## config.mk

```make
export PLATFORM = sky130hd
export DESIGN_NAME = traffic_light_ctrl_act_flat
export DESIGN_NICKNAME = d
export VERILOG_FILES = /design/src/rtl/traffic_light_ctrl_act_if.sv /design/src/rtl/traffic_light_ctrl_act.sv /design/src/flat_wrapper.sv
export SDC_FILE = /design/constraint.sdc
export NUM_CORES = 1
export LEC_CHECK = 0
export BUFFER_PORTS_ARGS = -buffer_cell sky130_fd_sc_hd__buf_2
export CAP_MARGIN = 10
export CORE_UTILIZATION = 56
export DETAILED_ROUTE_END_ITERATION = 8
export PLACE_DENSITY = 0.79
export SYNTH_ARGS = -nofsm -noshare
export SYNTH_HDL_FRONTEND = slang
export SYNTH_SLANG_ARGS = --single-unit
```

## constraint.sdc

```tcl
create_clock -name clk -period 2.59 [get_ports clk]
set_input_delay 0.259 -clock clk [delete_from_list [all_inputs] [get_ports clk]]
set_output_delay 0.259 -clock clk [all_outputs]
set_load 0.01 [all_outputs]
```

## src/rtl/traffic_light_ctrl_act_if.sv

```systemverilog
// traffic_light_ctrl_act_if
//   Bundles the sensor inputs and the lamp/status outputs of the actuated
//   intersection controller.
//   slave  : controller view (sensors in, lamps/status out)
//   master : environment view (drives sensors, observes lamps/status)
//   side_car   sensor level, side-road vehicle present
//   ped_btn    pedestrian push button
//   flash_en   night flashing mode request
//   main_light main-road lamp  (00 red, 01 yellow, 10 green)
//   side_light side-road lamp  (same encoding)
//   walk       pedestrian walk lamp
//   state_o    current controller state code
interface traffic_light_ctrl_act_if;
  logic       side_car;
  logic       ped_btn;
  logic       flash_en;
  logic [1:0] main_light;
  logic [1:0] side_light;
  logic       walk;
  logic [2:0] state_o;

  modport master (
    output side_car, ped_btn, flash_en,
    input  main_light, side_light, walk, state_o
  );

  modport slave (
    input  side_car, ped_btn, flash_en,
    output main_light, side_light, walk, state_o
  );
endinterface

```

## src/rtl/traffic_light_ctrl_act.sv

```systemverilog
// traffic_light_ctrl_act
//   Sensor-actuated two-road intersection controller. Main road rests in
//   green; a latched side-car or pedestrian request runs one side-road
//   cycle with all-red clearance on both changeovers. A night mode flashes
//   the main lamp yellow.
//   clk  : system clock
//   rst  : asynchronous, active-high reset (returns to ALL_RED_2)
//   bus  : slave modport -- side_car, ped_btn, flash_en in;
//          main_light, side_light, walk, state_o out
//   All durations are in clk cycles and must lie in 1 .. 2^TIMER_W-1.
module traffic_light_ctrl_act #(
  parameter int TIMER_W        = 8,
  parameter int MAIN_GREEN_MIN = 8,
  parameter int YELLOW_T       = 3,
  parameter int ALL_RED_T      = 2,
  parameter int SIDE_GREEN_T   = 6,
  parameter int FLASH_HALF     = 4
) (
  input  logic                           clk,
  input  logic                           rst,
  traffic_light_ctrl_act_if.slave        bus
);

  typedef enum logic [2:0] {
    S_MAIN_GREEN  = 3'd0,
    S_MAIN_YELLOW = 3'd1,
    S_ALL_RED_1   = 3'd2,
    S_SIDE_GREEN  = 3'd3,
    S_SIDE_YELLOW = 3'd4,
    S_ALL_RED_2   = 3'd5,
    S_FLASH       = 3'd6
  } state_e;

  localparam logic [1:0] L_RED = 2'b00;
  localparam logic [1:0] L_YEL = 2'b01;
  localparam logic [1:0] L_GRN = 2'b10;

  // Last timer value of each dwell: a state of duration D leaves when timer == D-1.
  localparam logic [TIMER_W-1:0] MG_LAST = TIMER_W'(MAIN_GREEN_MIN - 1);
  localparam logic [TIMER_W-1:0] YL_LAST = TIMER_W'(YELLOW_T - 1);
  localparam logic [TIMER_W-1:0] AR_LAST = TIMER_W'(ALL_RED_T - 1);
  localparam logic [TIMER_W-1:0] SG_LAST = TIMER_W'(SIDE_GREEN_T - 1);
  localparam logic [TIMER_W-1:0] FH_LAST = TIMER_W'(FLASH_HALF - 1);

  // Kept as a raw 3-bit register so the unused code 7 is representable
  // and explicitly steered back to ALL_RED_2.
  logic [2:0]         state_q, state_d;
  logic [TIMER_W-1:0] timer_q, timer_d;
  logic               car_lat_q, car_lat_d;
  logic               ped_lat_q, ped_lat_d;
  logic               walk_srv_q, walk_srv_d;
  logic               flash_ph_q, flash_ph_d;
  logic               enter_sg, leave_sg;

  always_ff @(posedge clk or posedge rst) begin
    if (rst) begin
      state_q    <= S_ALL_RED_2;
      timer_q    <= '0;
      car_lat_q  <= 1'b0;
      ped_lat_q  <= 1'b0;
      walk_srv_q <= 1'b0;
      flash_ph_q <= 1'b0;
    end else begin
      state_q    <= state_d;
      timer_q    <= timer_d;
      car_lat_q  <= car_lat_d;
      ped_lat_q  <= ped_lat_d;
      walk_srv_q <= walk_srv_d;
      flash_ph_q <= flash_ph_d;
    end
  end

  // Next state, timer, flash phase and request latches.
  always_comb begin
    state_d = state_q;
    case (state_q)
      S_MAIN_GREEN:  if (timer_q == MG_LAST && (car_lat_q || ped_lat_q)) state_d = S_MAIN_YELLOW;
      S_MAIN_YELLOW: if (timer_q == YL_LAST) state_d = S_ALL_RED_1;
      S_ALL_RED_1:   if (timer_q == AR_LAST) state_d = S_SIDE_GREEN;
      S_SIDE_GREEN:  if (timer_q == SG_LAST) state_d = S_SIDE_YELLOW;
      S_SIDE_YELLOW: if (timer_q == YL_LAST) state_d = S_ALL_RED_2;
      S_ALL_RED_2:   if (timer_q == AR_LAST) state_d = S_MAIN_GREEN;
      S_FLASH:       if (!bus.flash_en) state_d = S_ALL_RED_2;
      default:       state_d = S_ALL_RED_2;
    endcase
    // Night mode pre-empts any legal sequencing state regardless of the timer;
    // the illegal code still recovers through ALL_RED_2 first.
    if (bus.flash_en && state_q != S_FLASH && state_q != 3'd7) state_d = S_FLASH;

    // Timer restarts on every state entry. Main green parks at its minimum
    // so a late request leaves on the very next clk.
    if (state_d != state_q)
      timer_d = '0;
    else if (state_q == S_FLASH)
      timer_d = (timer_q == FH_LAST) ? '0 : timer_q + 1'b1;
    else if (state_q == S_MAIN_GREEN && timer_q == MG_LAST)
      timer_d = timer_q;
    else
      timer_d = timer_q + 1'b1;

    // Phase only advances while staying in FLASH; entering or leaving zeroes it.
    flash_ph_d = 1'b0;
    if (state_q == S_FLASH && state_d == S_FLASH)
      flash_ph_d = (timer_q == FH_LAST) ? ~flash_ph_q : flash_ph_q;

    enter_sg = (state_d == S_SIDE_GREEN) && (state_q != S_SIDE_GREEN);
    leave_sg = (state_q == S_SIDE_GREEN) && (state_d != S_SIDE_GREEN);

    // Requests are consumed on side-green entry; a press on that same clk is
    // not kept in the latch but still earns the walk lamp via walk_srv.
    car_lat_d  = enter_sg ? 1'b0 : (car_lat_q | bus.side_car);
    ped_lat_d  = enter_sg ? 1'b0 : (ped_lat_q | bus.ped_btn);
    walk_srv_d = walk_srv_q;
    if (enter_sg)      walk_srv_d = ped_lat_q | bus.ped_btn;
    else if (leave_sg) walk_srv_d = 1'b0;
  end

  // Lamp decode from registered state only; unknown codes show all red.
  always_comb begin
    bus.main_light = L_RED;
    bus.side_light = L_RED;
    bus.walk       = 1'b0;
    bus.state_o    = state_q;
    case (state_q)
      S_MAIN_GREEN:  bus.main_light = L_GRN;
      S_MAIN_YELLOW: bus.main_light = L_YEL;
      S_SIDE_GREEN: begin
        bus.side_light = L_GRN;
        bus.walk       = walk_srv_q;
      end
      S_SIDE_YELLOW: bus.side_light = L_YEL;
      S_FLASH:       bus.main_light = flash_ph_q ? L_RED : L_YEL;
      default: ;
    endcase
  end

endmodule

```

## src/flat_wrapper.sv

```systemverilog
// flat-port wrapper written by rule: the top's interface ports become plain ports
module traffic_light_ctrl_act_flat 
#(
  parameter int TIMER_W        = 8,
  parameter int MAIN_GREEN_MIN = 8,
  parameter int YELLOW_T       = 3,
  parameter int ALL_RED_T      = 2,
  parameter int SIDE_GREEN_T   = 6,
  parameter int FLASH_HALF     = 4
)
  (clk, rst, bus_side_car, bus_ped_btn, bus_flash_en, bus_main_light, bus_side_light, bus_walk, bus_state_o);
  traffic_light_ctrl_act_if bus_i ();
  input  logic clk;
  input  logic rst;
  input wire logic [$bits(bus_i.side_car)-1:0] bus_side_car;
  input wire logic [$bits(bus_i.ped_btn)-1:0] bus_ped_btn;
  input wire logic [$bits(bus_i.flash_en)-1:0] bus_flash_en;
  output wire logic [$bits(bus_i.main_light)-1:0] bus_main_light;
  output wire logic [$bits(bus_i.side_light)-1:0] bus_side_light;
  output wire logic [$bits(bus_i.walk)-1:0] bus_walk;
  output wire logic [$bits(bus_i.state_o)-1:0] bus_state_o;
  assign bus_i.side_car = bus_side_car;
  assign bus_i.ped_btn = bus_ped_btn;
  assign bus_i.flash_en = bus_flash_en;
  assign bus_main_light = bus_i.main_light;
  assign bus_side_light = bus_i.side_light;
  assign bus_walk = bus_i.walk;
  assign bus_state_o = bus_i.state_o;
  traffic_light_ctrl_act #(.TIMER_W(TIMER_W), .MAIN_GREEN_MIN(MAIN_GREEN_MIN), .YELLOW_T(YELLOW_T), .ALL_RED_T(ALL_RED_T), .SIDE_GREEN_T(SIDE_GREEN_T), .FLASH_HALF(FLASH_HALF)) u_core (.clk(clk), .rst(rst), .bus(bus_i));
endmodule
```

; Word-level counts from Yosys, hierarchy flattened
; Index checks and enable logic that the tools add are counted.
[totals]
regBits = 15
elab_cells = 63
[op_classes]
bitwise_logic = 3
add_sub_neg = 1
n_reduce_logical = 10
eq_ne = 20
n_mux = 23
[ops]
columns = op, n
row1 = 2-to-1 mux 8 bit, 4
row2 = 2-to-1 mux 3 bit, 8
row3 = case mux 3 bit (7 select lines), 1
row4 = "equality test 8 x 2 -> 1 bit, second input constant", 2
row5 = "equality test 8 x 3 -> 1 bit, second input constant", 2
row6 = "equality test 3 bit, second input constant", 4
row7 = "equality test 3 x 2 -> 1 bit, second input constant", 3
row8 = "adder 8 x 1 -> 8 bit, second input constant", 1
row9 = "equality test 8 x 1 -> 1 bit, second input constant", 1
row10 = 2-to-1 mux 1 bit, 8
row11 = logical AND 1 bit, 7
row12 = "!= test 3 x 2 -> 1 bit, second input constant", 2
row13 = "!= test 3 bit, second input constant", 2
row14 = case mux 2 bit (3 select lines), 1
row15 = case mux 2 bit (2 select lines), 1
row16 = "equality test 3 x 1 -> 1 bit, second input constant", 1
row17 = logical NOT 3 bit, 1
row18 = "!= test 3 x 1 -> 1 bit, second input constant", 1
row19 = != test 3 bit, 1
row20 = "!= test 2 x 1 -> 1 bit, second input constant", 1
row21 = bitwise OR 1 bit, 2
row22 = nonzero test 2 bit, 1
row23 = logical OR 1 bit, 1
row24 = NOT 1 bit, 1

; Logic depth before layout (Yosys ltp)
; Gate-level depths: netlist of the first run.
[logic_depth]
ltp_word = 9
mapped_depth = 10

; Worst setup path before layout of the first run
; OpenSTA, ideal clock, no wires.
[synth_timing]
kind = flip-flop to flip-flop
startpoint = register u_core.timer_q[5]
endpoint = register u_core.walk_srv_q
stages_incl_launch_ff = 9
path_slack_ns = 0.219
arrival_time_ns = 2.245
synth_period_minus_slack_ns = 2.371
path_buffers = 1
t_required_ns = 2.464
path_cell_list = dfrtp_1 -> or4_4 -> or2_4 -> buf_6 -> or3_4 -> a211oi_2 -> ha_1 -> nand2_1 -> o21ai_0
[synth_between]
elab_chain_cells = 8
word_cells_on_any_way = 19
classes_between = eq/ne: 6 / mux: 9 / reduce/logical: 4
[synth_rtl]
columns = element, line_no
row1 = start: declaration, traffic_light_ctrl_act.sv:48  ; logic [TIMER_W-1:0] timer_q, timer_d;
row2 = start signal: assignment, traffic_light_ctrl_act.sv:65  ; timer_q <= timer_d;
row3 = equality test 8 x 3 -> 1 bit, traffic_light_ctrl_act.sv:77  ; S_MAIN_GREEN: if (timer_q == MG_LAST && (car_lat_q || ped_lat_q)) state_d = S_MAIN_YELLOW;
row4 = logical AND 1 bit, traffic_light_ctrl_act.sv:77
row5 = 2-to-1 mux 3 bit, traffic_light_ctrl_act.sv:77
row6 = case mux 3 bit (7 select lines) (*), traffic_light_ctrl_act.sv:76  ; case (state_q)
row7 = 2-to-1 mux 3 bit (*), traffic_light_ctrl_act.sv:88  ; if (bus.flash_en && state_q != S_FLASH && state_q != 3'd7) state_d = S_FLASH;
row8 = equality test 3 x 2 -> 1 bit or != test 3 x 2 -> 1 bit (tied branches), "traffic_light_ctrl_act.sv:106, traffic_light_ctrl_act.sv:107"
row9 = logical AND 1 bit (on tied branches), "traffic_light_ctrl_act.sv:106, traffic_light_ctrl_act.sv:107"
row10 = 2-to-1 mux 1 bit or nonzero test 2 bit (tied branches), --
row11 = end signal: assignment, traffic_light_ctrl_act.sv:68  ; walk_srv_q <= walk_srv_d;
row12 = end: declaration, traffic_light_ctrl_act.sv:51  ; logic walk_srv_q, walk_srv_d;
; Mark *: on every way between the ends. The rest lies on a longest branch, timed or not.
; A chain may end at the register's enable or synchronous reset.

; Final worst setup path of the first run
[layout_timing]
startpoint = register u_core.timer_q[4]
endpoint = register u_core.walk_srv_q
; Same word-level chain as after synthesis.

==> results.tsv, run 1 <==
metric	value	unit
WL per Instance	14.86	um
IO Pins	13	
largest net degree at the start of global routing	22	
CP Max Fanout	11	
CTS Root Cell	clkbuf_4	
Leak	0.5111	nW
Skew-Pair Late Insertion Delay	290	ps
unrepaired setup endpoints after global routing	no	
Worst path top cell family by delay	simple AND/OR/NAND/NOR gates	
register area share after synthesis	0.3612	
R2R cell count	8	
kind of critical path	reg -> reg	
Syn Area/Cell	8.368	sq um
switching power total	0.3578	mW
crit share post-route	0.9337	
Post-Syn Area	1046	sq um
MaxCap Viol Count	0	
Worst slew margin	0.6126	
clk buf depth	2	
Setup TNS	0	ps
vias in the first global route	903	
worst vdd ir	0.4887	mV
worst hold path class	in -> async	
clk slew on worst S/H paths	90	ps
Final Wtd Congestion	0.8878	
CTS Buf Count	3	
CP Capture Type	flip-flop	
first drt pass iteration count	4	
Vias per Instance	6.137	
DR DRC count	0	
worst path bufs/invs	0	
Unique masters post-synth	41	
number of diodes	0	
first-pass GRT wire length	3.898	mm
Final Slew Violations	0	
combinational share of power	0.428	
Die W	45.22	um
Switching Share	0.4222	
Power Density	731.5	nW/um^2
fmax	0.4135	GHz
Port-buffer cells	12	
area of the core	1745	sq um
Post-layout nets	146	
WL final	2.392	mm
fin cells	161	
crit-path cells	or4_4, or2_4, nor4_1, nor4_2, a211oi_2, ha_1, nand2_1, o21ai_0	
fillers	151	
GRT Total Usage	0.2641	
CTS Hold Buffers Added	0	
Final Critical Period	2418	ps
setup violation total in the final timing report	0	
Tightest Pin Transition	580.4	ps
critical path depth	8	
Synth Instances	125	
Yosys reg bits	15	
Syn. warnings	0	
sequential share of power	0.411	
FF+latch area	377.9	sq um
CP required	2770	ps
Final Hold Fails	0	
Post-DRT Antenna Nets	0	
Area growth syn-to-layout	10.77	%
Net Count, Synth	134	
reg2reg setup slack	170	ps
Clk pwr share	0.160	
DPL Wire Length	1.693	mm
worst r2r dst	u_core.walk_srv_q	
initial core utilization	0.5993	
CP max stage delay	540	ps
P_int	0.4897	mW
Clock Sinks	15	
area of the die	2045	sq um
grt ovf	0	
initial antenna violation count	0	
Worst Path Arrival	2600	ps
H-tree depth	1	
Multi-input gate area	621.8	sq um
share of cells above drive strength 1	0.1985	
clk_skew	6.370	ps
CP max stage cell	or4_4	
chip height	45.22	um
dpl cells	157	
routed vias	988	
Worst R2R Start	u_core.timer_q[4]	
Iter 0 DRT Violations	33	
status	finished, final reports clean	
TritonCTS clock tree	built	
crit start category	flip-flop	
FP Rows	15	
[cell usage in the layout (no fill, tap or decap), types with 2 or more instances in the layout]
cell type and n:
clkbuf_4 3, nor3_1 6, o21ai_0 5, o2bb2ai_1 2
buf_4 2, a21oi_1 5, dfstp_2 2, or3_1 2
buf_2 12, nor2_1 15, xnor2_1 2, nand2b_1 4
nand2_1 8, inv_1 7, a31oi_1 3, xor2_1 4
nor3b_1 2, and3_1 2, ha_1 4, nor2b_1 3
dfrtp_1 13, nand3_1 8
[stage by stage]
| stage | total power, mW | setup WS (ps) | hold WS, ps | cell area, sq um | utilization |
|---|---|---|---|---|---|
| 2_1_floorplan | 0.5879 | 219.0 | 159.0 | 1046 | - |
| 3_3_place_gp | 0.6848 | 248.5 | 324.9 | 1119 | 0.6409 |
| 3_5_place_dp | 0.6960 | 165.2 | 341.6 | 1119 | 0.6409 |
| 4_1_cts | 0.8313 | 161.1 | 33.08 | 1145 | 0.6559 |
| 5_1_grt | 0.8991 | 36.52 | 69.76 | 1159 | 0.6638 |
| 6_report | 0.8475 | 171.6 | 13.37 | 1159 | 0.6638 |
[how the worst max path moves through the flow]
stage / endpoint / slack [ps] / startpoint
6_report: u_core.walk_srv_q / 170 / u_core.timer_q[4]
2_1_floorplan: u_core.walk_srv_q / 220 / u_core.timer_q[5]
3_5_place_dp: u_core.walk_srv_q / 170 / u_core.timer_q[5]
4_1_cts: u_core.walk_srv_q / 160 / u_core.timer_q[5]
5_1_grt: u_core.walk_srv_q / 40 / u_core.timer_q[5]
3_3_place_gp: u_core.walk_srv_q / 250 / u_core.timer_q[5]
[power groups by stage]
stage | sequential [mW] | clock, mW | combinational, mW
floorplan | 0.310 | 0 | 0.278
finish | 0.349 | 0.136 | 0.363
global route | 0.356 | 0.146 | 0.397
detailed placement | 0.351 | 0 | 0.345
CTS | 0.346 | 0.138 | 0.347
global placement | 0.349 | 0 | 0.336
[logic make-up (layout without fill, tap and decap cells)]
| group | Yosys count | in the layout | synth area share |
|---|---|---|---|
| AND/OR/NAND/NOR | 60 | 60 | 0.3098 |
| adder cells (fa/ha/maj) | 4 | 4 | 0.04785 |
| buffers and inverters | 14 | 25 | 0.05742 |
| multiplexers | 1 | 1 | 0.009570 |
| flip-flops | 15 | 15 | 0.3612 |
| XOR/XNOR | 6 | 6 | 0.05024 |
| AO/OA/AOI/OAI | 25 | 25 | 0.1639 |
[repair_timing]
| item | CTS | global route |
|---|---|---|
| resized for setup | 0 | 2 |
| setup buffers | 0 | 0 |
| endpoints found under the setup margin | 0 | 1 |
[routing by layer]
layer	GRT usage	vias to the layer above	routed length, um	share of wire
met3	0.04400	8	192	0.080
met5	0	-	0	0
met1	0.3782	453	1013	0.42
met4	0.1091	0	46	0.019
met2	0.3942	56	1140	0.48
li1	-	471	-	-
[cell usage after synthesis (all sizes together)]
master | count | share of area
xor2 | 4 | 0.033
clkbuf | 6 | 0.022
or2 | 2 | 0.014
a211oi | 2 | 0.019
nor4bb | 1 | 0.0096
o311ai | 1 | 0.0084
o21ai | 5 | 0.024
or4 | 1 | 0.011
a21oi | 5 | 0.024
a2111oi | 1 | 0.0084
a2bb2oi | 1 | 0.0084
nor4b | 1 | 0.0084
nand4 | 1 | 0.0060
dfrtp | 13 | 0.31
xnor2 | 2 | 0.017
nor3b | 2 | 0.014
and3 | 2 | 0.012
dfstp | 2 | 0.050
nand3 | 8 | 0.038
nor2b | 3 | 0.018
mux2i | 1 | 0.0096
or3 | 3 | 0.023
o2bb2ai | 2 | 0.017
nor2 | 15 | 0.054
nand2b | 4 | 0.024
a22oi | 1 | 0.0072
inv | 7 | 0.025
o32ai | 1 | 0.0084
o31ai | 1 | 0.0072
nand2 | 8 | 0.029
ha | 4 | 0.048
or3b | 1 | 0.0084
buf | 1 | 0.011
a31oi | 3 | 0.018
o21bai | 1 | 0.0072
nor4 | 2 | 0.012
o211ai | 1 | 0.0072
nor3 | 6 | 0.029
[sequential cells by signal (all words and copies together) (netlist names)]
register            cells
u_core.flash_ph_q       1
u_core.timer_q          8
u_core.ped_lat_q        1
u_core.bus.state_o      3
u_core.car_lat_q        1
u_core.walk_srv_q       1
[worst register-to-register path: stages, from the launching register on]
cell and delay, ps:
dfrtp_1 420, or4_4 540, or2_4 300, nor4_1 330
nor4_2 100, a211oi_2 230, ha_1 270, nand2_1 60
o21ai_0 70
[cell type report]
cell class / count / area share
inverter: 7 / 0.02268
multi-input combinational: 96 / 0.5367
timing repair buffer: 14 / 0.06479
clock buffer: 4 / 0.02268
tap: 25 / 0.02700
sequential: 15 / 0.3261
Power figures use the tool's default switching activity.
==> run 2, diff against run 1 <==
--- a/config.mk
+++ b/config.mk
@@ -8,7 +8,8 @@
 export BUFFER_PORTS_ARGS = -buffer_cell sky130_fd_sc_hd__buf_2
 export CAP_MARGIN = 10
-export CORE_UTILIZATION = 56
+export CORE_UTILIZATION = 59
+export CTS_BUF_LIST = sky130_fd_sc_hd__clkbuf_4 sky130_fd_sc_hd__clkbuf_8
 export DETAILED_ROUTE_END_ITERATION = 8
-export PLACE_DENSITY = 0.79
+export PLACE_DENSITY = 0.83
 export SYNTH_ARGS = -nofsm -noshare
 export SYNTH_HDL_FRONTEND = slang
==> constraint.sdc (replaced) <==
create_clock -name clk -period 2.59 [get_ports clk]
set_input_delay 0.3885 -clock clk [delete_from_list [all_inputs] [get_ports clk]]
set_output_delay 0.3885 -clock clk [all_outputs]
set_load 0.01 [all_outputs]
==> run 2 against run 1 <==
Compared with the run above:
- clock skew decreased by 5.7 ps
- routed wire length shrank 1.1%
- critical endpoint unchanged
- maximum frequency shrank 1.7%
- global-route usage is 0.73 points higher
- register-to-register slack worse by 40 ps
- first-iteration DRC count up 24%
- setup slack got worse by 41 ps
- core utilization rose by 5.9 points
- clock power rose by 9%
==> results.tsv, run 2 (synthesis gave the netlist of run 1 again) <==
metric	value	unit	change
FF+latch area	377.9	sq um	unchanged
number of diodes	0		unchanged
crit share post-route	0.9497		was 0.9337
CP max stage cell	or4_4		unchanged
Clk pwr share	0.173		was 0.160
Final Wtd Congestion	0.9049		was 0.8878
fin cells	152		was 161
WL per Instance	15.57	um	was 14.86 um
design area	1140	sq um	was 1159 sq um
fillers	120		was 151
Die W	44.11	um	was 45.22 um
GRT Total Usage	0.2714		was 0.2641
initial antenna violation count	0		unchanged
Setup TNS	0	ps	unchanged
area of the die	1945	sq um	was 2045 sq um
DP Area	1107	sq um	was 1119 sq um
vias in the first global route	904		was 903
DPL Wire Length	1.634	mm	was 1.693 mm
routed vias	990		was 988
dpl cells	148		was 157
post_cts resized	0		unchanged
Setup Fix Bufs, Post-CTS	0		unchanged
Final Slew Violations	0		unchanged
combinational share of power	0.430		was 0.428
chip height	44.11	um	was 45.22 um
Final Hold Fails	0		unchanged
CTS Root Cell	clkbuf_4		unchanged
status	finished, final reports clean		unchanged
WL final	2.366	mm	was 2.392 mm
worst vdd ir	0.5064	mV	was 0.4887 mV
IO Pins	13		unchanged
switching power total	0.3614	mW	was 0.3578 mW
Switching Share	0.4205		was 0.4222
busiest grt layer	met2		unchanged
DR DRC count	0		unchanged
CP Capture Type	flip-flop		unchanged
grt ovf	0		unchanged
MaxCap Viol Count	0		unchanged
Vias per Instance	6.513		was 6.137
Iter 0 DRT Violations	41		was 33
sequential share of power	0.397		was 0.411
Tightest Pin Transition	556.3	ps	was 580.4 ps
CTS Buf Count	3		unchanged
first-pass GRT wire length	3.870	mm	was 3.898 mm
initial core utilization	0.6635		was 0.5993
largest net degree at the start of global routing	17		was 22
Worst path top cell family by delay	simple AND/OR/NAND/NOR gates		unchanged
Worst Path Arrival	2640	ps	was 2600 ps
Reg with most FFs	u_core.timer_q		unchanged
crit start category	flip-flop		unchanged
clk buf depth	2		unchanged
P_int	0.4980	mW	was 0.4897 mW
unrepaired setup endpoints after global routing	no		unchanged
Power Density	754.0	nW/um^2	was 731.5 nW/um^2
crit-path cells	or4_4, or2_4, o32ai_1, nor4_1, a211oi_2, ha_2, nand2_1, o21ai_0		was or4_4, or2_4, nor4_1, nor4_2, a211oi_2, ha_1, nand2_1, o21ai_0
first drt pass iteration count	7		was 4
CTS Hold Buffers Added	0		unchanged
GR Util met3	0.04898		was 0.04400
Worst slew margin	0.6288		was 0.6126
Post-layout nets	146		unchanged
worst path bufs/invs	0		unchanged
clk slew on worst S/H paths	90	ps	about the same
worst hold path class	in -> async		unchanged
Area growth syn-to-layout	8.971	%	was 10.77%
TritonCTS clock tree	built		unchanged
Multi-input gate area	610.6	sq um	was 621.8 sq um
area of the core	1577	sq um	was 1745 sq um
FP Rows	14		was 15
clk_skew	0.6773	ps	was 6.370 ps
fmax	0.4066	GHz	was 0.4135 GHz
most frequent cells in the layout	15 x nor2_1, 13 x dfrtp_1, 12 x buf_2		unchanged
Post-DRT Antenna Nets	0		unchanged
Skew-Pair Late Insertion Delay	290	ps	about the same
Final Critical Period	2460	ps	was 2418 ps
setup violation total in the final timing report	0		unchanged
grt met1 use	0.3681		was 0.3782
number of flip-flops in the largest register	8		unchanged
Clock Sinks	15		unchanged
most common cell after layout, fill and taps aside	nor2_1		unchanged
GRT met2 Usage	0.4118		was 0.3942
share of cells above drive strength 1	0.1985		unchanged
Port-buffer cells	12		unchanged
kind of critical path	reg -> reg		unchanged
CP required	2770	ps	about the same
Leak	0.5081	nW	was 0.5111 nW
CP Max Fanout	11		unchanged
CP max stage delay	550	ps	was 540 ps
H-tree depth	1		unchanged
## run 2: cell counts in the layout (fill, tap and decap cells not counted)
No cell type changed its count.
## run 2: layout make-up
cell class,instances,share of cell area
multi-input combinational,96,0.5357
sequential,15,0.3315
timing repair buffer,14,0.06586
clock buffer,4,0.02634
inverter,7,0.02305
tap,16,0.01756
## run 2: final timing paths
kind / start / end / slack [ps] / depth (start not counted)
setup reg to reg: u_core.timer_q[5] / u_core.walk_srv_q / 130 / 8
min in group clk: bus_side_car / u_core.car_lat_q / 300 / 3
setup / recovery: u_core.timer_q[5] / u_core.walk_srv_q / 130 / 8
hold reg to reg: u_core.walk_srv_q / u_core.walk_srv_q / 490 / 2
max in group asynchronous: rst / u_core.bus.state_o[2] / 2090 / 2
hold / removal: rst / u_core.timer_q[4] / 130 / 2
## run 2: power groups by stage
stage                     Combinational, mW  Clock (mW)  Sequential (mW)
after floorplan                       0.278           0            0.310
after global placement                0.344           0            0.341
after detailed placement              0.352           0            0.345
after CTS                             0.359       0.147            0.340
after global routing                  0.400       0.158            0.348
final                                 0.370       0.148            0.341
## run 2: per-layer routing
layer / part of all wire / wire length, um
met1: 0.45 / 1060
met2: 0.45 / 1069
met3: 0.079 / 187
met4: 0.020 / 48
met5: 0 / 0
## run 2: metrics by stage
stage / utilization / power, mW / worst slack (ps) / hold WS [ps]
floorplan: - / 0.5879 / 219.0 / 288.5
global placement: 0.7024 / 0.6857 / 234.5 / 456.0
detailed placement: 0.7024 / 0.6965 / 187.8 / 467.5
CTS: 0.7214 / 0.8459 / 163.0 / 156.2
global route: 0.7230 / 0.9059 / 29.59 / 196.8
finish: 0.7230 / 0.8594 / 130.3 / 127.0
## run 2: worst reg2reg max path: stages (launching register included)
cell	delay (ps)
dfrtp_1	410
or4_4	550
or2_4	300
o32ai_1	310
nor4_1	130
a211oi_2	220
ha_2	300
nand2_1	60
o21ai_0	70
==> run 3, diff against run 2 <==
Settings changed: CORE_UTILIZATION 59 to 56, CTS_BUF_LIST sky130_fd_sc_hd__clkbuf_4 sky130_fd_sc_hd__clkbuf_8 to sky130_fd_sc_hd__clkbuf_4 sky130_fd_sc_hd__clkbuf_8 sky130_fd_sc_hd__clkbuf_16, PLACE_DENSITY 0.83 to 0.79.
==> run 3 against run 2 <==
Compared with the run above:
- clock-buffer cell count unchanged
- clock skew up 5.5 ps
- core utilization down 5.7 points
- hold slack better by 20 ps
- sequential share of layout area down 0.64 points
- critical path depth unchanged
- power up 0.34%
==> results.tsv, run 3 (synthesis gave the netlist of run 1 again) <==
metric	value	unit	change
status	finished, final reports clean		unchanged
DR DRC count	0		unchanged
Setup Fix Bufs, Post-CTS	0		unchanged
Power Density	741.8	nW/um^2	was 754.0 nW/um^2
number of flip-flops in the largest register	8		unchanged
CP Capture Type	flip-flop		unchanged
Clock Sinks	15		unchanged
sequential share of power	0.405		was 0.397
grt ovf	0		unchanged
CTS Root Cell	clkbuf_4		unchanged
GRT Total Usage	0.2683		was 0.2714
most frequent cells in the layout	15 x nor2_1, 13 x dfrtp_1, 12 x buf_2		unchanged
share of cells above drive strength 1	0.2059		was 0.1985
initial core utilization	0.5993		was 0.6635
initial antenna violation count	0		unchanged
CP required	2770	ps	about the same
CP max stage delay	540	ps	was 550 ps
Setup TNS	0	ps	unchanged
crit start category	flip-flop		unchanged
worst vdd ir	0.4895	mV	was 0.5064 mV
Switching Share	0.4199		was 0.4205
Die W	45.22	um	was 44.11 um
vias in the first global route	906		was 904
post_cts resized	0		unchanged
chip height	45.22	um	was 44.11 um
CP Max Fanout	11		unchanged
Worst slew margin	0.6089		was 0.6288
DP Area	1119	sq um	was 1107 sq um
fmax	0.4110	GHz	was 0.4066 GHz
design area	1162	sq um	was 1140 sq um
Final Wtd Congestion	0.8878		was 0.9049
TritonCTS clock tree	built		unchanged
Final Slew Violations	0		unchanged
WL met1	1.073	mm	was 1.060 mm
Min Hold Slack	146.8	ps	was 127.0 ps
area of the die	2045	sq um	was 1945 sq um
DPL Wire Length	1.693	mm	was 1.634 mm
Area growth syn-to-layout	11.12	%	was 8.971%
CTS Buf Count	3		unchanged
Skew-Pair Late Insertion Delay	290	ps	about the same
Clk pwr share	0.169		was 0.173
Post-DRT Antenna Nets	0		unchanged
Vias per Instance	6.224		was 6.513
switching power total	0.3621	mW	was 0.3614 mW
R2R cell count	8		unchanged
Iter 0 DRT Violations	46		was 41
WL final	2.439	mm	was 2.366 mm
unrepaired setup endpoints after global routing	no		unchanged
Post-layout nets	146		unchanged
worst hold path class	in -> async		unchanged
clk_skew	6.160	ps	was 0.6773 ps
clk slew on worst S/H paths	90	ps	about the same
P_int	0.5002	mW	was 0.4980 mW
top routing layer used	met4		unchanged
Worst Path Arrival	2610	ps	was 2640 ps
routed vias	1002		was 990
combinational share of power	0.425		was 0.430
H-tree depth	1		unchanged
MaxCap Viol Count	0		unchanged
Final Hold Fails	0		unchanged
met3 WL	150	um	was 187 um
first drt pass iteration count	4		was 7
area of the core	1745	sq um	was 1577 sq um
Tightest Pin Transition	585.9	ps	was 556.3 ps
first-pass GRT wire length	3.933	mm	was 3.870 mm
dpl cells	157		was 148
post-layout util	0.6660		was 0.7230
routed wl met2	1.151	mm	was 1.069 mm
Reg with most FFs	u_core.timer_q		unchanged
clk buf depth	2		unchanged
kind of critical path	reg -> reg		unchanged
Port-buffer cells	12		unchanged
crit-path cells	or4_4, or2_4, nor4_1, nor4_2, a211oi_2, ha_1, nand2_1, o21ai_0		was or4_4, or2_4, o32ai_1, nor4_1, a211oi_2, ha_2, nand2_1, o21ai_0
largest net degree at the start of global routing	22		was 17
most common cell after layout, fill and taps aside	nor2_1		unchanged
CTS Hold Buffers Added	0		unchanged
CP max stage cell	or4_4		unchanged
Final Critical Period	2433	ps	was 2460 ps
number of diodes	0		unchanged
FP Rows	15		was 14
setup violation total in the final timing report	0		unchanged
fin cells	161		was 152
IO Pins	13		unchanged
crit share post-route	0.9395		was 0.9497
WL per Instance	15.15	um	was 15.57 um
Leak	0.5145	nW	was 0.5081 nW
[run 3: cell counts in the layout (fill, tap and decap cells not counted)]
No cell type changed its count.
[run 3: final cells by class]
| cell class | count | area, sq um |
|---|---|---|
| Timing Repair Buffer | 14 | 75.07 |
| Inverter | 7 | 26.28 |
| Fill cell | 151 | 583.1 |
| Multi-Input combinational cell | 96 | 621.8 |
| Sequential cell | 15 | 377.9 |
| Tap cell | 25 | 31.28 |
| Clock buffer | 4 | 30.03 |
[run 3: worst max-delay path: cells and delay by family (launching register included)]
kind / cells / cell delay [ps]
flops: 1 / 420
fa+ha+maj: 1 / 270
simple gates: 5 / 1350
compound gates: 2 / 300
[run 3: path summary, 6_finish.rpt]
path / slack (ps) / from / end
min reg2reg: 480 / u_core.walk_srv_q / u_core.walk_srv_q
min in group clk: 320 / bus_side_car / u_core.car_lat_q
min: 150 / rst / u_core.flash_ph_q
max reg2reg: 160 / u_core.timer_q[4] / u_core.walk_srv_q
max: 160 / u_core.timer_q[4] / u_core.walk_srv_q
max in group asynchronous: 2060 / rst / u_core.timer_q[2]
[run 3: metal layers]
metal	vias up	global-route usage
li1	472	-
met1	472	0.3756
met2	50	0.4145
met3	8	0.04400
met4	0	0.1030
met5	-	0
[run 3: power groups by stage]
| stage | Combinational [mW] | Clock (mW) | Sequential, mW |
|---|---|---|---|
| CTS | 0.350 | 0.149 | 0.346 |
| detailed placement | 0.345 | 0 | 0.351 |
| finish | 0.367 | 0.146 | 0.350 |
| global placement | 0.336 | 0 | 0.349 |
| global route | 0.399 | 0.157 | 0.356 |
| floorplan | 0.278 | 0 | 0.310 |
[run 3: metrics by stage]
step / worst slack, ps / power [mW]
global route: 37.74 / 0.9122
CTS: 171.2 / 0.8452
detailed placement: 165.2 / 0.6960
finish: 156.8 / 0.8623
floorplan: 219.0 / 0.5879
global placement: 248.5 / 0.6848
